==> src/rtl/process_element_pkg.sv <==
// Shared definitions for the process-element datapath stages.
//   - Default widths for the product / accumulator / output paths.
//   - FSM state encoding for window accumulation.
//   - sat_add and requant helpers, also used by the bias stage.
// Helpers work on 64-bit signed values with a runtime width argument; with
// constant width arguments they reduce to plain compare/select logic.
package process_element_pkg;

    localparam int PROD_W_DEF = 23;
    localparam int ACC_W_DEF  = 32;
    localparam int OUT_W_DEF  = 8;

    typedef enum logic {
        ACCUM  = 1'b0,
        OUTPUT = 1'b1
    } state_t;

    // Value plus a flag that is set when the value had to be clipped.
    typedef struct packed {
        logic signed [63:0] value;
        logic               flag;
    } clip_result_t;

    // Clamp v into the signed range of a w-bit number.
    function automatic clip_result_t clamp_signed(input logic signed [63:0] v, input int w);
        logic signed [63:0] hi;
        logic signed [63:0] lo;
        clip_result_t       res;
        hi        = (64'sd1 <<< (w - 1)) - 64'sd1;
        lo        = -hi - 64'sd1;
        res.value = v;
        res.flag  = 1'b0;
        if (v > hi) begin
            res.value = hi;
            res.flag  = 1'b1;
        end else if (v < lo) begin
            res.value = lo;
            res.flag  = 1'b1;
        end
        return res;
    endfunction

    // Saturating add into a w-bit signed accumulator.
    function automatic clip_result_t sat_add(input logic signed [63:0] a,
                                             input logic signed [63:0] b,
                                             input int w);
        return clamp_signed(a + b, w);
    endfunction

    // Round-half-up, arithmetic shift, optional ReLU, saturate to out_w bits.
    // The 64-bit intermediate never wraps for ACC_W up to 62.
    function automatic clip_result_t requant(input logic signed [63:0] s,
                                             input int shift,
                                             input int out_w,
                                             input logic relu);
        logic signed [63:0] r;
        r = s;
        if (shift > 0) begin
            r = r + (64'sd1 <<< (shift - 1));
        end
        r = r >>> shift;
        if (relu && (r < 64'sd0)) begin
            r = 64'sd0;
        end
        return clamp_signed(r, out_w);
    endfunction

endpackage

==> src/rtl/process_element_requant.sv <==
// Combinational requantizer: accumulator sum -> signed OUT_W result.
//   sum      in   ACC_W  signed accumulator value
//   data     out  OUT_W  rounded, shifted, optionally ReLU'd, saturated result
//   clamped  out  1      result was saturated to the OUT_W range
module process_element_requant
    import process_element_pkg::*;
#(
    parameter int ACC_W = ACC_W_DEF,
    parameter int SHIFT = 8,
    parameter int OUT_W = OUT_W_DEF,
    parameter int RELU  = 0
) (
    input  logic signed [ACC_W-1:0] sum,
    output logic        [OUT_W-1:0] data,
    output logic                    clamped
);

    clip_result_t res;

    always_comb begin
        res     = requant(64'(sum), SHIFT, OUT_W, RELU != 0);
        data    = res.value[OUT_W-1:0];
        clamped = res.flag;
    end

endmodule

==> src/rtl/process_element_acc_requant.sv <==
// Window accumulator + requantizer behind the PE multiplier.
// Sums signed products until in_last, then presents one int8-style result
// on a valid/ready output; input is stalled while a result is pending.
//   clk, reset            clock, synchronous active-high reset
//   in_valid/in_ready     product beat handshake (in_ready high only in ACCUM)
//   in_data, in_last      signed product, final beat of window
//   out_valid/out_ready   result handshake
//   out_data              signed requantized result
//   out_ovf               accumulator or output saturated in this window
//   out_beats             beats in window, modulo 2^CNT_W
module process_element_acc_requant
    import process_element_pkg::*;
#(
    parameter int PROD_W = PROD_W_DEF,
    parameter int ACC_W  = ACC_W_DEF,
    parameter int SHIFT  = 8,
    parameter int OUT_W  = OUT_W_DEF,
    parameter int RELU   = 0,
    parameter int CNT_W  = 16
) (
    input  logic              clk,
    input  logic              reset,
    input  logic              in_valid,
    output logic              in_ready,
    input  logic [PROD_W-1:0] in_data,
    input  logic              in_last,
    output logic              out_valid,
    input  logic              out_ready,
    output logic [OUT_W-1:0]  out_data,
    output logic              out_ovf,
    output logic [CNT_W-1:0]  out_beats
);

    state_t state, state_nxt;

    logic signed [ACC_W-1:0] acc;
    logic signed [ACC_W-1:0] acc_nxt;
    logic                    first;
    logic [CNT_W-1:0]        beats;
    logic                    ovf;
    logic                    ovf_nxt;
    clip_result_t            add_res;
    logic [OUT_W-1:0]        rq_data;
    logic                    rq_clamped;

    logic accept;
    logic done;

    assign accept = in_valid && in_ready;
    assign done   = out_valid && out_ready;

    // State register.
    // NOTE: sequential state uses non-blocking (<=) so every flop samples
    // pre-edge values; blocking here would create order-dependent races.
    always_ff @(posedge clk) begin
        if (reset) state <= ACCUM;
        else       state <= state_nxt;
    end

    // Next-state logic.
    // NOTE: default assignment first, so no path leaves state_nxt unassigned
    // and no latch is inferred.
    always_comb begin
        state_nxt = state;
        case (state)
            ACCUM:   if (accept && in_last) state_nxt = OUTPUT;
            OUTPUT:  if (done)              state_nxt = ACCUM;
            default:                        state_nxt = ACCUM;
        endcase
    end

    // Handshake outputs are pure state decodes: no out_ready -> in_ready path.
    always_comb begin
        in_ready  = (state == ACCUM);
        out_valid = (state == OUTPUT);
    end

    // First beat of a window adds to zero; with ACC_W > PROD_W that cannot
    // clip, so the ovf flag only starts accumulating from the second beat.
    always_comb begin
        add_res = sat_add(first ? 64'sd0 : 64'(acc), 64'($signed(in_data)), ACC_W);
        acc_nxt = add_res.value[ACC_W-1:0];
        ovf_nxt = (ovf && !first) || add_res.flag;
    end

    // Requant operates on the post-add value so the result is ready to be
    // registered in the same cycle the last beat is accepted.
    process_element_requant #(
        .ACC_W (ACC_W),
        .SHIFT (SHIFT),
        .OUT_W (OUT_W),
        .RELU  (RELU)
    ) u_requant (
        .sum     (acc_nxt),
        .data    (rq_data),
        .clamped (rq_clamped)
    );

    // Accumulator, beat counter and output registers.
    always_ff @(posedge clk) begin
        if (reset) begin
            acc       <= '0;
            first     <= 1'b1;
            beats     <= '0;
            ovf       <= 1'b0;
            out_data  <= '0;
            out_ovf   <= 1'b0;
            out_beats <= '0;
        end else if (accept) begin
            acc   <= acc_nxt;
            first <= 1'b0;
            beats <= beats + 1'b1;
            ovf   <= ovf_nxt;
            if (in_last) begin
                out_data  <= rq_data;
                out_ovf   <= ovf_nxt || rq_clamped;
                out_beats <= beats + 1'b1;
            end
        end else if (done) begin
            first <= 1'b1;
            beats <= '0;
            ovf   <= 1'b0;
        end
    end

endmodule

==> config.mk <==
export PLATFORM = sky130hd
export DESIGN_NAME = process_element_acc_requant
export DESIGN_NICKNAME = d
export VERILOG_FILES = /design/src/rtl/process_element_pkg.sv /design/src/rtl/process_element_requant.sv /design/src/rtl/process_element_acc_requant.sv
export SDC_FILE = /design/constraint.sdc
export NUM_CORES = 1
export LEC_CHECK = 0
export BUFFER_PORTS_ARGS = -buffer_cell sky130_fd_sc_hd__buf_4
export CORE_AREA = 10 10 140 142
export DETAILED_ROUTE_END_ITERATION = 7
export DIE_AREA = 0 0 150 152
export GPL_ROUTABILITY_DRIVEN = 1
export GPL_TIMING_DRIVEN = 0
export SYNTH_ARGS = -nofsm -noshare
export SYNTH_HDL_FRONTEND = slang
export SYNTH_SLANG_ARGS = --single-unit
==> constraint.sdc <==
create_clock -name clk -period 8.35 [get_ports clk]
set_input_delay 0.835 -clock clk [delete_from_list [all_inputs] [get_ports clk]]
set_output_delay 0.835 -clock clk [all_outputs]
set_load 0.01 [all_outputs]
After elaboration in Yosys (flattened, before gate mapping)
Cells that the tools add are included.
- register bits: 76
- input port bits: 28
- output and inout bits: 27
- word-level logic and storage cells: 39
- $add $sub $neg: 3
- $lt $le $gt $ge: 4
- mux-type cells: 14
- bitwise operators: 1
- reductions and logical operators: 9
- operators by type and width (operator ; count):
    two-way mux 33 bit ; 2
    adder 64 x 23 -> 64 bit ; 1
    greater-than comparator 64 x 32 -> 1 bit, second input constant ; 1
    less-than comparator 64 x 32 -> 1 bit, second input constant ; 1
    two-way mux 64 bit ; 1
    adder 32 x 9 -> 33 bit, second input constant ; 1
    two-way mux 16 bit ; 2
    greater-than comparator 25 x 8 -> 1 bit, second input constant ; 1
    less-than comparator 25 x 8 -> 1 bit, second input constant ; 1
    two-way mux 9 bit ; 2
    adder 16 x 1 -> 16 bit, second input constant ; 1
    two-way mux 1 bit ; 6
    logical AND 1 bit ; 4
    logical OR 1 bit ; 2
    one-hot mux 1 bit (2 select lines) ; 1
    AND reduction 2 bit ; 1
    nonzero test 2 bit ; 1
    zero test 1 bit ; 1
    NOT 1 bit ; 1

Depth between registers and ports, before layout
- word-level depth: 10
- depth in mapped cells: 31
- mapped depth without buffers: 27

Hierarchy
From an unflattened synthesis, not the netlist that was laid out.
- cell total of the unflattened synthesis: 815
- area, all modules: 6130.9 um^2
- modules (own cells, without submodules) (module ; times used ; cells each ; area each (um^2) ; sequential area each (um^2)):
    process_element_acc_requant ; 1 ; 694 ; 5337.6 ; 1521.5
    process_element_requant ; 1 ; 121 ; 793.3 ; 0.0

Worst setup path before layout
No wires, ideal clock.
- kind: input -> register
- from: input port in_data[14]
- to: register out_data[2]
- setup time: 0.112 ns
- arrival: 7.257 ns
- path slack: 0.981 ns
- stages on the path: 28
- buffers on the path: 4
- cell sequence: ha_1 > buf_2 > a21oi_1 > o22a_1 > nor2_1 > o31ai_1 > and2_1 > o31ai_1 > fa_1 > o221a_2 > o21ai_1 > o21a_1 > clkbuf_1 > o21ai_0 > ha_1 > buf_1 > inv_1 > or2_2 > or3_1 > or4b_1 > buf_2 > a2111oi_4 > a2bb2oi_2 > and4_1 > nand4_1 > o31ai_4 > a21boi_2 > a2111oi_1
- RTL lines (item ; line ; RTL):
    from (decl) ; process_element_acc_requant.sv:25 ; input logic [PROD_W-1:0] in_data,
    to (signal assigned) ; process_element_acc_requant.sv:115 ; out_data <= rq_data;
    to (decl) ; process_element_acc_requant.sv:29 ; output logic [OUT_W-1:0] out_data,

==> metrics.csv <==
metric,value,unit
largest net degree at the start of global routing,13,
Ant. Diodes,0,
worst-margin pin slew,0.9600,ns
Sink Count,76,
Finish-stage setup viols,0,
FP Rows,48,
critical path's largest stage delay,0.62,ns
Worst Path Required,8.57,ns
"commonest cells after routing, fill and taps aside","129 x nor2_1, 76 x dfxtp_1, 70 x nand2_1, 62 x a21oi_1, 57 x buf_4",
most used flip-flop cell after synthesis,dfxtp_1,
"Min Clock Period, post-route",7.884,ns
CTS buffer count,9,
MaxCap Viol Count,0,
worst setup margin,0.4658,ns
port bufs,53,
I/O pin cnt,55,
layout cell share with drive strength beyond 1,11.40,%
fin nets,1035,
CP Depth,28,
HPWL after DPL,17.71,mm
Post-Layout Cell Count,1199,
Peak Freq,0.1268,GHz
GRT Overall Usage,19.38,%
post-synthesis cell count,906,
worst vdd ir,0.1162,mV
placed instance count,1184,
register area share after synthesis,23.01,%
die width,150,um
"EDFF count, synth",0,
static leakage power,2.960,nW
peak fanout along the critical path,16,
pre-CTS WS,-0.6351,ns
critical path arrival,8.11,ns
drt drc,0,
Post-synth ARST share,0,%
Critical-path top delay cell,fa_1,
CP Buf/Inv Count,4,
vias in the first global route,6608,
cts hold-fix bufs,0,
DIE AREA,22800,um^2
"delay-heaviest family, CP",compound AO/OA/AOI/OAI gates,
initial antenna violation count,0,
"Clk Latency, worst-skew pair",0.35,ns
Hold Path Cell Cnt,2,
"Avg Cell Area, Syn",7.299,um^2
drt pass-1 iters,5,
Final Cycle Share,94.42,%
vias per cell,5.948,
final max-slew violation count,0,
clk slew on worst S/H paths,0.06,ns
outcome,"finished, final reports clean",
Clock Tree Root,clkbuf_16,
critical path class,flip-flop to flip-flop,
relative slew slack,34.34,%
reg2reg path depth,28,
setup_tns,0,ns
starting density of the core,39.04,%
Final ANT Viol Nets,0,
GP Congestion,0.9588,
H-tree depth,3,
crit start category,flip-flop,
top-area cell type share of the netlist area,23.01,%
Routed WL per cell,19.01,um
RSZ-0062 raised after global routing,no,
"top cells by area, synth","dfxtp_1 23%, nor2_1 7.3%, ha_1 6.4%",
first-pass GRT wire length,36.11,mm
CP Capture Type,flip-flop,
"commonest non-fill, non-tap cell in the layout",nor2_1,
Ys Warns,0,
synthesized area,6613,um^2
#FFs+latches synth,76,
total grt overflow,0,
initial DRC count,693,
Max Clock Skew,0.009020,ns
Total Power,0.001234,W
most area-hungry cell type in the Yosys netlist,dfxtp_1,
Hold WC Path Type,flip-flop to flip-flop,
via count,7132,
WL final,22.79,mm
Layout Utilization,45.06,%
synth-to-layout area growth,15.40,%
final hold vios,0,
CTS tree,done,
Netlist cell types,86,
Post-Syn Nets,970,
clk buf depth,2,
PwrDens,161.7,nW/um^2
Die H,152,um
Core ar.,16940,um^2
==> cell families (layout without fill, tap and decap cells) <==
| family | after synthesis | after routing | share of synthesized area [%] |
|---|---|---|---|
| AOI/OAI and AO/OA | 297 | 297 | 31.37 |
| xor gates and xnor gates | 35 | 35 | 4.636 |
| adders and majority gates | 36 | 36 | 7.039 |
| buffers and inverters | 74 | 142 | 4.447 |
| DFF | 76 | 76 | 23.01 |
| muxes | 3 | 3 | 0.4541 |
| and+or+nand+nor | 385 | 385 | 29.04 |
==> power breakdown <==
| group | leakage [nW] | total [W] | switching (W) | internal [W] |
|---|---|---|---|---|
| clock network | 0.140 | 0.000397 | 0.000160 | 0.000236 |
| logic | 2.19 | 0.000434 | 0.000276 | 0.000158 |
| registers | 0.625 | 0.000404 | 0.0000150 | 0.000389 |
==> tightest hold or removal path: stages (launching register included) <==
cell     delay [ns]
dfxtp_1        0.31
nand2_1        0.05
a21oi_1        0.05
==> final cells by class <==
cell class | instances | area [um^2]
Timing Repair Buffer | 57 | 427.9
Buffer | 50 | 210.2
Clock buffer | 10 | 239.0
Fill cell | 1782 | 9305
Multi-Input combinational cell | 756 | 4821
Inverter | 21 | 78.83
Clock inverter | 4 | 51.30
Sequential cell | 76 | 1521
Tap cell | 225 | 281.5
==> cell usage after synthesis, types with 5 or more instances <==
cell type,n
a31oi_1,6
nor2b_1,36
nand3_1,21
and3_1,17
inv_1,21
o31ai_1,5
and2_1,6
or2_2,5
o31a_1,5
clkbuf_1,35
nand2b_1,7
nor2_1,129
and4_1,8
a22oi_1,15
o21a_1,15
nand2_1,70
xor2_1,11
o21bai_1,5
dfxtp_1,76
xnor2_1,24
a21oi_1,64
buf_2,12
a211oi_1,29
nor3_1,31
nor4_1,11
o21ai_0,51
buf_1,5
ha_1,34
o211ai_1,17
a21o_1,8
o22ai_1,13
or3_1,9
nand4_1,15
==> worst paths after layout <==
check                   start          end  slack [ns]
setup / recovery        first  out_data[4]        0.47
hold / removal    out_data[7]  out_data[7]        0.46
setup reg to reg        first  out_data[4]        0.47
hold reg to reg   out_data[7]  out_data[7]        0.46
==> per-layer routing <==
| metal | track usage, % | share of wire, % |
|---|---|---|
| met1 | 27.56 | 47 |
| met5 | 0 | 0 |
| met3 | 3.802 | 6.1 |
| met2 | 29.68 | 45 |
| met4 | 3.611 | 1.6 |
==> registers in the layout (all words and copies together), names as in the netlist <==
name,cells
out_beats,16
out_data,8
acc,32
beats,16
ovf,1
first,1
out_valid,1
out_ovf,1
==> per-stage QoR <==
step           hold slack, ns  cell area, um^2
2_1_floorplan          0.4274             6613
3_3_place_gp           0.4405             7292
3_5_place_dp           0.4435             7292
4_1_cts                0.4519             7585
5_1_grt                0.4752             7631
6_report               0.4565             7631
==> what timing repair did <==
| action | 4_1_cts | 5_1_grt |
|---|---|---|
| setup endpoints to repair | 8 | 8 |
| pin swaps | 0 | 2 |
| setup buffers | 0 | 4 |
| resized for setup | 4 | 10 |
Power figures use the tool's default switching activity.
